===== src/rtl/hi_ssp_framer.sv =====
// hi_ssp_framer
// SSP link engine between the FPGA mode blocks and the ARM. Generates
// ssp_clk and ssp_frame from ck_1356meg and shifts buffered TX words out on
// ssp_din, MSB first. In the same frames it shifts ARM words in from
// ssp_dout.
//
// Ports:
//   ck_1356meg  in   sole clock, rising edge
//   rst_n       in   asynchronous active-low reset
//   en          in   link enable
//   tx_data     in   [WORD_W] word to send to the ARM
//   tx_valid    in   tx_data offered
//   tx_ready    out  FIFO not full
//   fifo_level  out  current TX FIFO occupancy
//   rx_data     out  [WORD_W] last complete word received from the ARM
//   rx_valid    out  one-cycle pulse, rx_data updated
//   underrun    out  one-cycle pulse, zero word sent because the FIFO was empty
//   ssp_clk     out  SSP clock to the ARM
//   ssp_frame   out  frame marker, high for the first bit period of each word
//   ssp_din     out  serial data to the ARM
//   ssp_dout    in   serial data from the ARM
module hi_ssp_framer #(
   parameter int WORD_W     = 8,
   parameter int CLK_DIV    = 4,
   parameter int FIFO_DEPTH = 4
) (
   input  logic                               ck_1356meg,
   input  logic                               rst_n,
   input  logic                               en,
   input  logic [WORD_W-1:0]                  tx_data,
   input  logic                               tx_valid,
   output logic                               tx_ready,
   output logic [$clog2(FIFO_DEPTH+1)-1:0]    fifo_level,
   output logic [WORD_W-1:0]                  rx_data,
   output logic                               rx_valid,
   output logic                               underrun,
   output logic                               ssp_clk,
   output logic                               ssp_frame,
   output logic                               ssp_din,
   input  logic                               ssp_dout
);

   localparam int DIV_W = $clog2(CLK_DIV);
   localparam int BIT_W = $clog2(WORD_W);
   localparam int PTR_W = $clog2(FIFO_DEPTH);
   localparam int LVL_W = $clog2(FIFO_DEPTH + 1);

   localparam logic [DIV_W-1:0] DIV_LAST = DIV_W'(CLK_DIV - 1);
   localparam logic [BIT_W-1:0] BIT_LAST = BIT_W'(WORD_W - 1);
   localparam logic [LVL_W-1:0] LVL_FULL = LVL_W'(FIFO_DEPTH);

   // en_q_r marks that en was already high on the previous edge; the edge on
   // which en is first seen high only arms the divider, so the first rise
   // tick lands CLK_DIV edges later.
   logic                en_q_r;
   logic [DIV_W-1:0]    div_cnt_r;
   logic [BIT_W-1:0]    bit_cnt_r;
   logic                ssp_clk_r;
   logic                ssp_frame_r;
   logic                ssp_din_r;
   logic                underrun_r;
   logic [WORD_W-1:0]   tx_sh_r;

   logic [WORD_W-1:0]   rx_sh_r;
   logic [WORD_W-1:0]   rx_data_r;
   logic                rx_valid_r;
   logic                rx_armed_r;

   logic [WORD_W-1:0]   fifo_mem_r [FIFO_DEPTH];
   logic [PTR_W-1:0]    wr_ptr_r;
   logic [PTR_W-1:0]    rd_ptr_r;
   logic [LVL_W-1:0]    level_r;
   logic                tx_ready_r;

   logic                run_s;
   logic                tick_s;
   logic                rise_tick_s;
   logic                word_start_s;
   logic                push_s;
   logic                pop_s;
   logic [WORD_W-1:0]   head_s;
   logic [LVL_W-1:0]    level_nxt_s;
   logic [WORD_W-1:0]   rx_word_s;

   // Link strobes, FIFO handshake and next occupancy.
   always_comb begin
      run_s        = en & en_q_r;
      tick_s       = run_s & (div_cnt_r == DIV_LAST);
      rise_tick_s  = tick_s & ~ssp_clk_r;
      word_start_s = rise_tick_s & (bit_cnt_r == BIT_LAST);
      push_s       = tx_valid & tx_ready_r;
      pop_s        = word_start_s & (level_r != {LVL_W{1'b0}});
      // An empty FIFO at word start sends an all-zero word.
      if (pop_s) begin
         head_s = fifo_mem_r[rd_ptr_r];
      end else begin
         head_s = {WORD_W{1'b0}};
      end
      case ({push_s, pop_s})
         2'b10:   level_nxt_s = level_r + LVL_W'(1);
         2'b01:   level_nxt_s = level_r - LVL_W'(1);
         default: level_nxt_s = level_r;
      endcase
      rx_word_s = {rx_sh_r[WORD_W-2:0], ssp_dout};
   end

   // Clock divider and ssp_clk generation; everything idles while en is low.
   always_ff @(posedge ck_1356meg or negedge rst_n) begin
      if (!rst_n) begin
         en_q_r    <= 1'b0;
         div_cnt_r <= {DIV_W{1'b0}};
         ssp_clk_r <= 1'b0;
      end else if (!en) begin
         en_q_r    <= 1'b0;
         div_cnt_r <= {DIV_W{1'b0}};
         ssp_clk_r <= 1'b0;
      end else begin
         en_q_r <= 1'b1;
         if (tick_s) begin
            div_cnt_r <= {DIV_W{1'b0}};
            ssp_clk_r <= ~ssp_clk_r;
         end else if (run_s) begin
            div_cnt_r <= div_cnt_r + DIV_W'(1);
         end else begin
            div_cnt_r <= div_cnt_r;
         end
      end
   end

   // Bit counter, TX shifter, frame marker and underrun pulse.
   always_ff @(posedge ck_1356meg or negedge rst_n) begin
      if (!rst_n) begin
         bit_cnt_r   <= BIT_LAST;
         tx_sh_r     <= {WORD_W{1'b0}};
         ssp_frame_r <= 1'b0;
         ssp_din_r   <= 1'b0;
         underrun_r  <= 1'b0;
      end else begin
         underrun_r <= 1'b0;
         if (!en) begin
            // A partially sent word is dropped, not re-queued.
            bit_cnt_r   <= BIT_LAST;
            tx_sh_r     <= {WORD_W{1'b0}};
            ssp_frame_r <= 1'b0;
            ssp_din_r   <= 1'b0;
         end else if (rise_tick_s) begin
            if (bit_cnt_r == {BIT_W{1'b0}}) begin
               bit_cnt_r <= BIT_LAST;
            end else begin
               bit_cnt_r <= bit_cnt_r - BIT_W'(1);
            end
            if (word_start_s) begin
               tx_sh_r     <= head_s;
               ssp_din_r   <= head_s[WORD_W-1];
               ssp_frame_r <= 1'b1;
               underrun_r  <= ~pop_s;
            end else begin
               tx_sh_r     <= {tx_sh_r[WORD_W-2:0], 1'b0};
               ssp_din_r   <= tx_sh_r[WORD_W-2];
               ssp_frame_r <= 1'b0;
            end
         end
      end
   end

   // RX shifter. The sample taken at the first word start after enable
   // belongs to no word, so delivery is armed only from that start on.
   always_ff @(posedge ck_1356meg or negedge rst_n) begin
      if (!rst_n) begin
         rx_sh_r    <= {WORD_W{1'b0}};
         rx_data_r  <= {WORD_W{1'b0}};
         rx_valid_r <= 1'b0;
         rx_armed_r <= 1'b0;
      end else begin
         rx_valid_r <= 1'b0;
         if (!en) begin
            rx_sh_r    <= {WORD_W{1'b0}};
            rx_armed_r <= 1'b0;
         end else if (rise_tick_s) begin
            rx_sh_r <= rx_word_s;
            if (word_start_s) begin
               rx_armed_r <= 1'b1;
               if (rx_armed_r) begin
                  rx_data_r  <= rx_word_s;
                  rx_valid_r <= 1'b1;
               end
            end
         end
      end
   end

   // TX FIFO storage, pointers and registered occupancy / ready.
   always_ff @(posedge ck_1356meg or negedge rst_n) begin
      if (!rst_n) begin
         for (int i = 0; i < FIFO_DEPTH; i++) begin
            fifo_mem_r[i] <= {WORD_W{1'b0}};
         end
         wr_ptr_r   <= {PTR_W{1'b0}};
         rd_ptr_r   <= {PTR_W{1'b0}};
         level_r    <= {LVL_W{1'b0}};
         tx_ready_r <= 1'b1;
      end else begin
         if (push_s) begin
            fifo_mem_r[wr_ptr_r] <= tx_data;
            wr_ptr_r             <= wr_ptr_r + PTR_W'(1);
         end
         if (pop_s) begin
            rd_ptr_r <= rd_ptr_r + PTR_W'(1);
         end
         level_r    <= level_nxt_s;
         tx_ready_r <= (level_nxt_s != LVL_FULL);
      end
   end

   assign tx_ready   = tx_ready_r;
   assign fifo_level = level_r;
   assign rx_data    = rx_data_r;
   assign rx_valid   = rx_valid_r;
   assign underrun   = underrun_r;
   assign ssp_clk    = ssp_clk_r;
   assign ssp_frame  = ssp_frame_r;
   assign ssp_din    = ssp_din_r;

endmodule


===== config.mk =====
export PLATFORM = sky130hd
export DESIGN_NAME = hi_ssp_framer
export DESIGN_NICKNAME = d
export VERILOG_FILES = /design/src/rtl/hi_ssp_framer.sv
export SDC_FILE = /design/constraint.sdc
export NUM_CORES = 1
export LEC_CHECK = 0
export CORE_ASPECT_RATIO = 1.5
export CORE_MARGIN = 1
export CORE_UTILIZATION = 61
export CTS_CLUSTER_SIZE = 16
export DETAILED_ROUTE_END_ITERATION = 8
export PLACE_DENSITY = 0.86
export SYNTH_ARGS = -nofsm -noshare
export SYNTH_HDL_FRONTEND = slang
export SYNTH_SLANG_ARGS = --single-unit

===== constraint.sdc =====
create_clock -name ck_1356meg -period 6.4 [get_ports ck_1356meg]
set_clock_uncertainty 0.2 [all_clocks]
set_input_delay 1.92 -clock ck_1356meg [delete_from_list [all_inputs] [get_ports ck_1356meg]]
set_output_delay 1.92 -clock ck_1356meg [all_outputs]
set_load 0.05 [all_outputs]

==> metrics.md <==
| Metric | Value |
|---|---|
| Status | `complete, no violations` |
| GPL Wtd Cong | `0.695` |
| Critical path type | `input pin to flip-flop` |
| CP delay by family, top | `simple AND/OR/NAND/NOR gates` |
| Synth-to-layout area growth | `14.0%` |
| Die width | `62.3 um` |
| Hold Path Class | `flip-flop to flip-flop` |
| Sw Pwr | `0.442 mW` |
| Pre-antenna DRT Iters | `4` |
| Clock sink count | `74` |
| H-tree depth | `3` |
| Netlist cell types | `between 40 and 50` |
| Final Setup Violations | `0` |
| Most used DFF post-synth | `dfrtp_1` |
| Leak Pwr | `about 1.7 nW` |
| FP Rows | `32` |
| Full die area | `between 5000 and 6000 um2` |
| Synth Instances | `254` |
| CP max-delay cell | `clkdlybuf4s50_1` |
| Period utilization | `between 60% and 70%` |
| CTS root buffer | `clkbuf_8` |
| Worst hold stages | `1` |
| Vias per cell | `5.90` |
| EDFF count, synth | `0` |
| Reg2reg start | `bit_cnt_r[0]$_DFFE_PN1P_` |
| Initial Utilization | `between 60% and 70%` |
| Placed cells | `339` |
| Clock power frac | `21.1%` |
| Internal power | `0.976 mW` |
| Layout cells sized above 1 | `24.5%` |
| Total CTS buffers | `9` |
| Nature of the critical path endpoint | `flip-flop` |
| Max Slew Vio Count | `0` |
| Vias in the first global route | `2088` |
| Layout Nets | `305` |
| Worst Tran Pin Value | `roughly 0.9 ns` |
| Clock Latency Late Sink | `0.35 ns` |
| Die Ht | `around 93 um` |
| Net Sw Frac | `31.2%` |
| Relative slew slack | `39.9%` |
| Ant. Diodes | `0` |
| Reg-to-reg slack, setup | `3.59 ns` |
| Highest clock rate | `0.227 GHz` |
| Largest net degree at the start of global routing | `75` |
| Clock Pin Slew Worst Setup and Hold Paths | `about 0.08 ns` |
| Register area share after synthesis | `55.7%` |
| Antenna viol nets, final | `0` |
| Critical Path RT | `6.42 ns` |
| Post-cts resize count | `0` |
| Min-delay src | `rx_sh_r[6]$_DFFE_PN0P_` |
| Setup TNS Final | `0 ns` |
| Gr usage total | `22.6%` |
| Syn Std Cell Area | `3330 um2` |
| Drt drc | `0` |
| Core area | `5200 um2` |
| Post-detailed-route wirelength per cell | `between 15 and 20 um` |
| Crit-path max FO | `27` |
| Reg2Reg Depth | `9` |
| Peak supply drop | `0.280 mV` |
| PortBufs | `29` |
| Gr ovfl total | `0` |
| Max-cap viol count | `0` |
| Boundary pin count | `30` |
| Hold buffer count at CTS | `0` |
| Initial antenna violation count | `0` |
| Finished Layout Cells | `354` |
| CTS tree | `done` |
| Most frequent CP cell | `and3_4` |
| Drt total wl | `5.57 mm` |
| Fin crit period | `4.40 ns` |
| DR iter-0 viols | `89` |
| Crit path DAT | `4.42 ns` |
| Worst Hold Endpoint | `rx_data[7]$_DFFE_PN0P_` |
| Max stage delay on crit path | `0.45 ns` |
| Final Hold Fails | `0` |
| Post-synth ARST share | `between 90% and 100%` |
| RSZ-0062 raised after global routing | `no` |
| Synthesized area per cell | `13.1 um2` |
| Net Count, Synth | `277` |
| Power Density | `373 nW/um2` |
| CP Launch Type | `input pin` |
| Dpl hpwl | `3.70 mm` |
| Combinational power share | `between 20% and 30%` |
| Critical Path, Cell by Cell | `clkdlybuf4s50_1 -> buf_4 -> and3_4 -> and3_4 -> ha_1 -> inv_1 -> fa_1 -> xor2_1 -> o21a_1 -> or2_2` |
| First-pass GRT wire length | `9.74 mm` |
| YS warnings | `0` |
| Sequential power share | `between 40% and 50%` |
| Post-CTS setup buffers | `0` |
| Reg-to-Reg End | `fifo_level[2]$_DFF_PN0_` |
| Largest buffer count on any clock path | `2` |
| Via Count | `between 2000 and 2500` |
| CP bufs+invs | `3` |
| Synthesized flop and latch total | `74` |
==> cells in the mapped netlist (all sizes together), types with 2 or more instances <==
library cell,number,area share [%]
o21a,2,0.45
nand4,8,1.5
or2,2,0.38
nor2,4,0.45
ha,9,3.4
xnor2,3,0.79
inv,8,0.90
dfrtp,70,53
nand3,27,4.4
mux2,41,14
nand2,18,2.0
nor2b,2,0.38
clkbuf,6,0.71
a21boi,8,1.8
xor2,3,0.79
dfstp,4,3.2
buf,8,1.6
o21ai,4,0.60
and3,5,1.2
a21oi,2,0.30
mux4,8,5.4
==> area by class of cell <==
class,count,area [um2]
Timing Repair Buffer,31,300
Inverter,8,30.0
Tap cell,68,85.1
Multi-Input combinational cell,158,1370
Sequential cell,74,1860
Clock inverter,6,35.0
Clock buffer,9,124
Fill cell,351,1410
==> cell usage in the layout, fill, tap and decap left out, types with 4 or more instances in the layout <==
cell	netlist	routed
nand2_1	18	18
dfrtp_1	70	70
mux2_1	8	8
inv_1	8	8
nand4_1	8	8
nand3_1	26	26
dfstp_2	4	4
clkinv_2	0	4
clkdlybuf4s50_1	0	28
clkbuf_8	0	9
a21boi_0	6	6
ha_1	9	9
mux2_2	33	33
nor2_1	4	4
mux4_2	8	8
==> registers in the layout, summed over array words and instances (netlist names), 2 cells and up <==
register / cells
fifo_mem_r: 32
rx_data: 8
rx_sh_r: 7
tx_sh_r: 7
bit_cnt_r: 3
fifo_level: 3
div_cnt_r: 2
rd_ptr_r: 2
wr_ptr_r: 2
==> worst reg2reg max path, stage by stage (launching register included) <==
cell and delay (ns):
dfstp_2 0.56, ha_1 0.17, and3_4 0.29, and3_4 0.23, ha_1 0.18, inv_1 0.06
fa_1 0.37, xor2_1 0.16, o21a_1 0.18, or2_2 0.29
==> worst max path at each step <==
stage | startpoint | endpoint | depth (start not counted)
after global placement | en | fifo_level[2]$_DFF_PN0_ | 10
final | en | fifo_level[2]$_DFF_PN0_ | 10
after detailed placement | en | fifo_level[2]$_DFF_PN0_ | 10
after CTS | en | fifo_level[2]$_DFF_PN0_ | 10
after global routing | en | fifo_level[2]$_DFF_PN0_ | 10
after floorplan | en | fifo_level[2]$_DFF_PN0_ | 9
==> per-layer routing <==
| metal | part of all wire [%] | up-vias | track usage, % |
|---|---|---|---|
| met4 | 2.7 | 0 | 13.2 |
| met2 | 53 | 40 | 37.8 |
| met5 | 0 | - | 0 |
| met1 | 41 | 1072 | 26.6 |
| met3 | 2.7 | 14 | 5.05 |
| li1 | - | 964 | - |
==> cells by family after synthesis <==
logic type / synth area share [%]
adder cells (fa/ha/maj): 3.98
XOR/XNOR: 1.58
AND/OR/NAND/NOR: 12.0
AO/OA/AOI/OAI: 3.94
flip-flops: 55.7
buffers and inverters: 3.23
multiplexers: 19.6
==> stage by stage <==
stage          util [%]  setup slack [ns]  hold WS, ns  area [um2]  power (mW)
3_5_place_dp       69.9              1.64        0.276        3640        1.13
3_3_place_gp       69.9              1.69        0.270        3640        1.11
6_report           73.0              2.00        0.290        3800        1.42
4_1_cts            73.0              2.02        0.295        3800        1.44
2_1_floorplan         -              2.48        0.258        3330        1.03
5_1_grt            73.0              1.86        0.307        3800        1.51
==> power groups by stage <==
stage / sequential (mW) / clock [mW] / combinational, mW
floorplan: 0.704 / 0 / 0.322
global placement: 0.696 / 0 / 0.415
detailed placement: 0.703 / 0 / 0.431
CTS: 0.696 / 0.308 / 0.432
global route: 0.716 / 0.329 / 0.461
finish: 0.694 / 0.300 / 0.425
(Power assumes the default switching activity.)
